`config.mk`:
```
export PLATFORM = sky130hd
export DESIGN_NAME = instr_fetch
export DESIGN_NICKNAME = d
export VERILOG_FILES = /design/src/rtl/fetch_pkg.sv /design/src/rtl/fetch_fifo.sv /design/src/rtl/instr_fetch.sv
export SDC_FILE = /design/constraint.sdc
export NUM_CORES = 1
export LEC_CHECK = 0
export CAP_MARGIN = 20
export CORE_MARGIN = 2
export CORE_UTILIZATION = 49
export CTS_BUF_LIST = sky130_fd_sc_hd__clkbuf_2
export DETAILED_ROUTE_END_ITERATION = 7
export PLACE_DENSITY_LB_ADDON = 0.15
export RECOVER_POWER = 100
export SLEW_MARGIN = 20
export SYNTH_ARGS = -nofsm -noshare
export SYNTH_HDL_FRONTEND = slang
export SYNTH_SLANG_ARGS = --single-unit
```
`constraint.sdc`:
```
create_clock -name clk -period 2.9 [get_ports clk]
set_input_delay 0.29 -clock clk [delete_from_list [all_inputs] [get_ports clk]]
set_output_delay 0.29 -clock clk [all_outputs]
set_load 0.03 [all_outputs]
```
`src/rtl/fetch_pkg.sv`:
```
// Shared types and constants for the instruction fetch unit.
package fetch_pkg;

    localparam int unsigned INSTR_W     = 16;
    localparam int unsigned INSTR_BYTES = 2;

    // F_DISCARD waits out a request made stale by a redirect
    typedef enum logic [1:0] {
        F_IDLE    = 2'd0,
        F_FETCH   = 2'd1,
        F_DISCARD = 2'd2
    } fetch_state_t;

endpackage

```
`src/rtl/fetch_fifo.sv`:
```
// Synchronous FIFO holding fetched instructions with their addresses.
// Flush dominates push and pop in the same cycle.
module fetch_fifo #(
    parameter int unsigned WIDTH = 32,
    parameter int unsigned DEPTH = 2,
    localparam int unsigned PTR_W = $clog2(DEPTH),
    localparam int unsigned CNT_W = $clog2(DEPTH + 1)
) (
    input  logic             clk,
    input  logic             reset,
    input  logic             push,
    input  logic             pop,
    input  logic             flush,
    input  logic [WIDTH-1:0] wdata,
    output logic [WIDTH-1:0] rdata,
    output logic [CNT_W-1:0] count
);

    logic [WIDTH-1:0] mem [DEPTH];
    logic [PTR_W-1:0] wr_ptr;
    logic [PTR_W-1:0] rd_ptr;

    // Storage, pointers and occupancy; DEPTH is a power of two so pointers wrap naturally
    always_ff @(posedge clk) begin
        if (reset) begin
            wr_ptr <= '0;
            rd_ptr <= '0;
            count  <= '0;
            for (int i = 0; i < int'(DEPTH); i++) begin
                mem[i] <= '0;
            end
        end else if (flush) begin
            wr_ptr <= '0;
            rd_ptr <= '0;
            count  <= '0;
        end else begin
            if (push) begin
                mem[wr_ptr] <= wdata;
                wr_ptr      <= wr_ptr + PTR_W'(1);
            end
            if (pop) begin
                rd_ptr <= rd_ptr + PTR_W'(1);
            end
            count <= count + CNT_W'(push) - CNT_W'(pop);
        end
    end

    assign rdata = mem[rd_ptr];

endmodule

```
`src/rtl/instr_fetch.sv`:
```
// Instruction fetch unit: owns the fetch PC, issues one request at a time to
// instruction memory and buffers returned instructions for the control unit.
module instr_fetch
    import fetch_pkg::*;
#(
    parameter int unsigned        ADDR_W   = 16,
    parameter int unsigned        DEPTH    = 2,
    parameter logic [ADDR_W-1:0]  RESET_PC = '0
) (
    input  logic               clk,
    input  logic               reset,
    output logic               imem_req,
    output logic [ADDR_W-1:0]  imem_addr,
    input  logic               imem_ack,
    input  logic [INSTR_W-1:0] imem_rdata,
    output logic [INSTR_W-1:0] Instr,
    output logic [ADDR_W-1:0]  InstrPC,
    output logic               InstrValid,
    input  logic               InstrReady,
    input  logic               PCSrc,
    input  logic [ADDR_W-1:0]  Target
);

    localparam int unsigned CNT_W = $clog2(DEPTH + 1);
    localparam logic [CNT_W-1:0] FULL = CNT_W'(DEPTH);

    fetch_state_t        state;
    logic [ADDR_W-1:0]   fetch_pc;
    logic [ADDR_W-1:0]   req_addr;
    logic [ADDR_W-1:0]   target_pc;
    logic [ADDR_W-1:0]   pc_inc;
    logic [CNT_W-1:0]    count;
    logic [CNT_W-1:0]    count_next;
    logic                push;
    logic                pop;
    logic [INSTR_W+ADDR_W-1:0] head;

    assign imem_req   = (state != F_IDLE);
    assign imem_addr  = req_addr;
    assign InstrValid = (count != '0);
    assign target_pc  = {Target[ADDR_W-1:1], 1'b0};
    assign pc_inc     = fetch_pc + ADDR_W'(INSTR_BYTES);

    // Buffer control and post-update occupancy used for request decisions
    always_comb begin
        push       = (state == F_FETCH) && imem_ack && !PCSrc;
        pop        = InstrValid && InstrReady && !PCSrc;
        count_next = PCSrc ? '0 : count + CNT_W'(push) - CNT_W'(pop);
    end

    // Fetch FSM, fetch PC and request address; redirect outranks ack/pop
    always_ff @(posedge clk) begin
        if (reset) begin
            state    <= F_IDLE;
            fetch_pc <= RESET_PC;
            req_addr <= RESET_PC;
        end else if (PCSrc) begin
            fetch_pc <= target_pc;
            case (state)
                F_IDLE: begin
                    state    <= F_FETCH;
                    req_addr <= target_pc;
                end
                F_FETCH: begin
                    if (imem_ack) begin
                        req_addr <= target_pc;
                    end else begin
                        // Request in flight cannot be retracted; drain it first
                        state <= F_DISCARD;
                    end
                end
                F_DISCARD: begin
                    if (imem_ack) begin
                        state    <= F_FETCH;
                        req_addr <= target_pc;
                    end
                end
                default: state <= F_IDLE;
            endcase
        end else begin
            case (state)
                F_IDLE: begin
                    if (count_next < FULL) begin
                        state    <= F_FETCH;
                        req_addr <= fetch_pc;
                    end
                end
                F_FETCH: begin
                    if (imem_ack) begin
                        fetch_pc <= pc_inc;
                        if (count_next < FULL) begin
                            req_addr <= pc_inc;
                        end else begin
                            state <= F_IDLE;
                        end
                    end
                end
                F_DISCARD: begin
                    if (imem_ack) begin
                        state    <= F_FETCH;
                        req_addr <= fetch_pc;
                    end
                end
                default: state <= F_IDLE;
            endcase
        end
    end

    fetch_fifo #(
        .WIDTH (INSTR_W + ADDR_W),
        .DEPTH (DEPTH)
    ) u_fifo (
        .clk   (clk),
        .reset (reset),
        .push  (push),
        .pop   (pop),
        .flush (PCSrc),
        .wdata ({imem_rdata, req_addr}),
        .rdata (head),
        .count (count)
    );

    assign Instr   = head[INSTR_W+ADDR_W-1:ADDR_W];
    assign InstrPC = head[ADDR_W-1:0];

endmodule

```
==> metrics.txt <==
status complete, no violations; via count 3,443; Worst-Margin Slew 1.38 ns; Crit Path Category reg2out; share of cells above drive strength 1 12.8%; die area 10,800 um2; Hold Fails Final Rpt 0; number of max-cap violations 0; vias in the first global route 3,302; synth unique cells 49; Bufs on Longest Clock Path 2; first-pass GRT wire length 16,300 um; Synth Cell Area 4880 um2; number of gates resized after CTS 0; Synth Instances 444; Post-synth EDFFs 62; Worst R2R End state[0]$_SDFFE_PP0P_; setup violators final 0; Row Count 36; R2R setup slack 0.31 ns; Filler cells 814; final cycle utilization of the critical path 94.0%; Core Footprint 9730 um2; Initial Utilization 50.2%; CP arrival 2.44 ns; crit path max fanout 31; port bufs 83; overall routing resource usage 18.9%; Final #Nets 563; Syn Area/Cell 11.0 um2; Die Y 104 um; register area share after synthesis 53.3%; area growth from synthesis to layout 21.8%; Top Ports 87; setup bufs post-CTS 0; CP Launch Type flop; total leakage power 0.00219 uW; min cycle time layout 2.73 ns; hold_buf cts 0; Root Driver clkbuf_2; Ant. Diodes 0; achievable frequency 367 MHz; WL/cell 15.3 um; critical hold path startpoint Target[15]; reg2reg path depth 11; largest net degree at the start of global routing 37; Post-synth ARST share 0%; design area 5950 um2; CP Capture Type output port; Critical Path RT 2.61 ns; Ys Warns 0; Horiz. Die Dim 104 um; commonest non-fill, non-tap cell in the layout edfxtp_1; most frequent cells in the layout 62 x edfxtp_1, 47 x dlygate4sd3_1, 40 x and2_0, 37 x dfxtp_1, 36 x clkdlybuf4s50_1; skew final 0.0272 ns; final RePlAce weighted congestion 0.824; unrepaired setup endpoints after global routing no; Max VDD drop 0.282 mV; DR vias/cell 5.24; CTS Buf Count 9; grt total ovfl 0; CTS H-tree lvls 3; DP HPWL 6640 um; worst hold path type in2reg; Synth Flop Type edfxtp_1; Pwr per Cell Area 528 nW/um2; clock latency on the worst-skew pair 0.52 ns; drt first pass iters 4; initial antenna violation count 0; CTS tree yes; Setup TNS 0 ns; Synth Register Bits 99; hold path endpoint fetch_pc[15]$_SDFFE_PP0P_; placed cell area 5880 um2; Post-Route WL 10,100 um; Slew Limit Fails 0; 1st-iter DRT viols 143; DRC 0; origin of the critical flop-to-flop path u_fifo.count[0]$_SDFF_PP0_; WHS Path Cells 3; worst rel slew slack 8.07%; Worst-path clk slew 0.28 ns; CTS sink count 99; remaining antenna violation count 0
[state kept, by name (all words and copies together) (netlist names), named ones only]
register,flops
u_fifo.mem,62
u_fifo.count,2
fetch_pc,15
u_fifo.wr_ptr,1
imem_addr,15
state,2
u_fifo.rd_ptr,1
[cell usage after synthesis, drive strengths merged (7+ instances only)]
cell type	number	area [um2]
buf	17	86.3
mux2	31	349
ha	7	87.6
nor3	18	90.1
a211oi	15	113
xnor2	19	166
nand3	7	35.0
xor2	9	78.8
clkbuf	17	67.6
a211o	9	78.8
dfxtp	37	741
nand2	27	101
inv	10	37.5
and2	63	394
nor2	29	109
a21oi	17	96.4
edfxtp	62	1860
nand4	8	56.3
[cell families (layout without fill, tap and decap cells)]
logic type      count (synthesis)  in the layout  share of synthesized area (%)
simple gates                  171            171                           18.8
flops                          99             99                           53.3
compound gates                 60             60                           9.20
buf+inv                        45            124                           4.00
mux                            32             32                           7.36
xor+xnor                       29             29                           5.48
fa+ha+maj                       7              7                           1.79
other cells                     1              2                         0.0768
[worst max path at each step]
stage / start / slack (ns) / depth (start not counted) / endpoint
5_1_grt: flop / 0.04 / 3 / InstrPC[10]
2_1_floorplan: state[1]$_SDFFE_PP0P_ / 0.08 / 5 / u_fifo.mem[0][10]$_SDFFCE_PN0P_
3_3_place_gp: PCSrc / 0.18 / 11 / imem_addr[1]$_SDFFE_PP0P_
4_1_cts: flop / 0.25 / 3 / InstrPC[10]
3_5_place_dp: PCSrc / 0.13 / 10 / state[0]$_SDFFE_PP0P_
6_report: flop / 0.17 / 3 / InstrPC[11]
[area by class of cell]
type	count	area [um2]	area share, %
Clock buffer	9	45.0	0.758
Clock inverter	7	57.6	0.968
Inverter	11	41.3	0.694
Multi-Input combinational cell	301	2100	35.4
Sequential cell	99	2600	43.8
Tap cell	133	166	2.80
Timing Repair Buffer	97	931	15.7
[worst max-delay path, stage by stage, from the launching register on]
cell and delay, ns:
dfxtp_1 0.37, clkbuf_4 0.43, mux2_2 0.39, dlygate4sd3_1 0.70
[stage by stage]
stage | hold slack [ns] | power [uW] | instances | worst slack [ns] | utilization, %
global placement | 0.467 | 2580 | 641 | 0.183 | 60.4
floorplan | 0.435 | 2260 | 445 | 0.0794 | -
CTS | 0.298 | 3200 | 657 | 0.248 | 61.5
global route | 0.322 | 3290 | 657 | 0.0420 | 61.1
detailed placement | 0.470 | 2590 | 641 | 0.134 | 60.4
finish | 0.338 | 3140 | 657 | 0.173 | 61.1
[layer usage]
layer | global-route usage (%) | wire, um
met3 | 2.83 | 463
met1 | 24.6 | 4600
met2 | 33.1 | 4960
met4 | 4.92 | 34
met5 | 0 | 0
[power by group]
part           total [uW]  switching, uW  leakage [uW]  internal [uW]
sequential           1690           82.6      0.000948           1610
clock                 621            491     0.0000665            130
combinational         821            478       0.00118            344
total                3140           1050       0.00219           2090
Power figures use the tool's default switching activity.
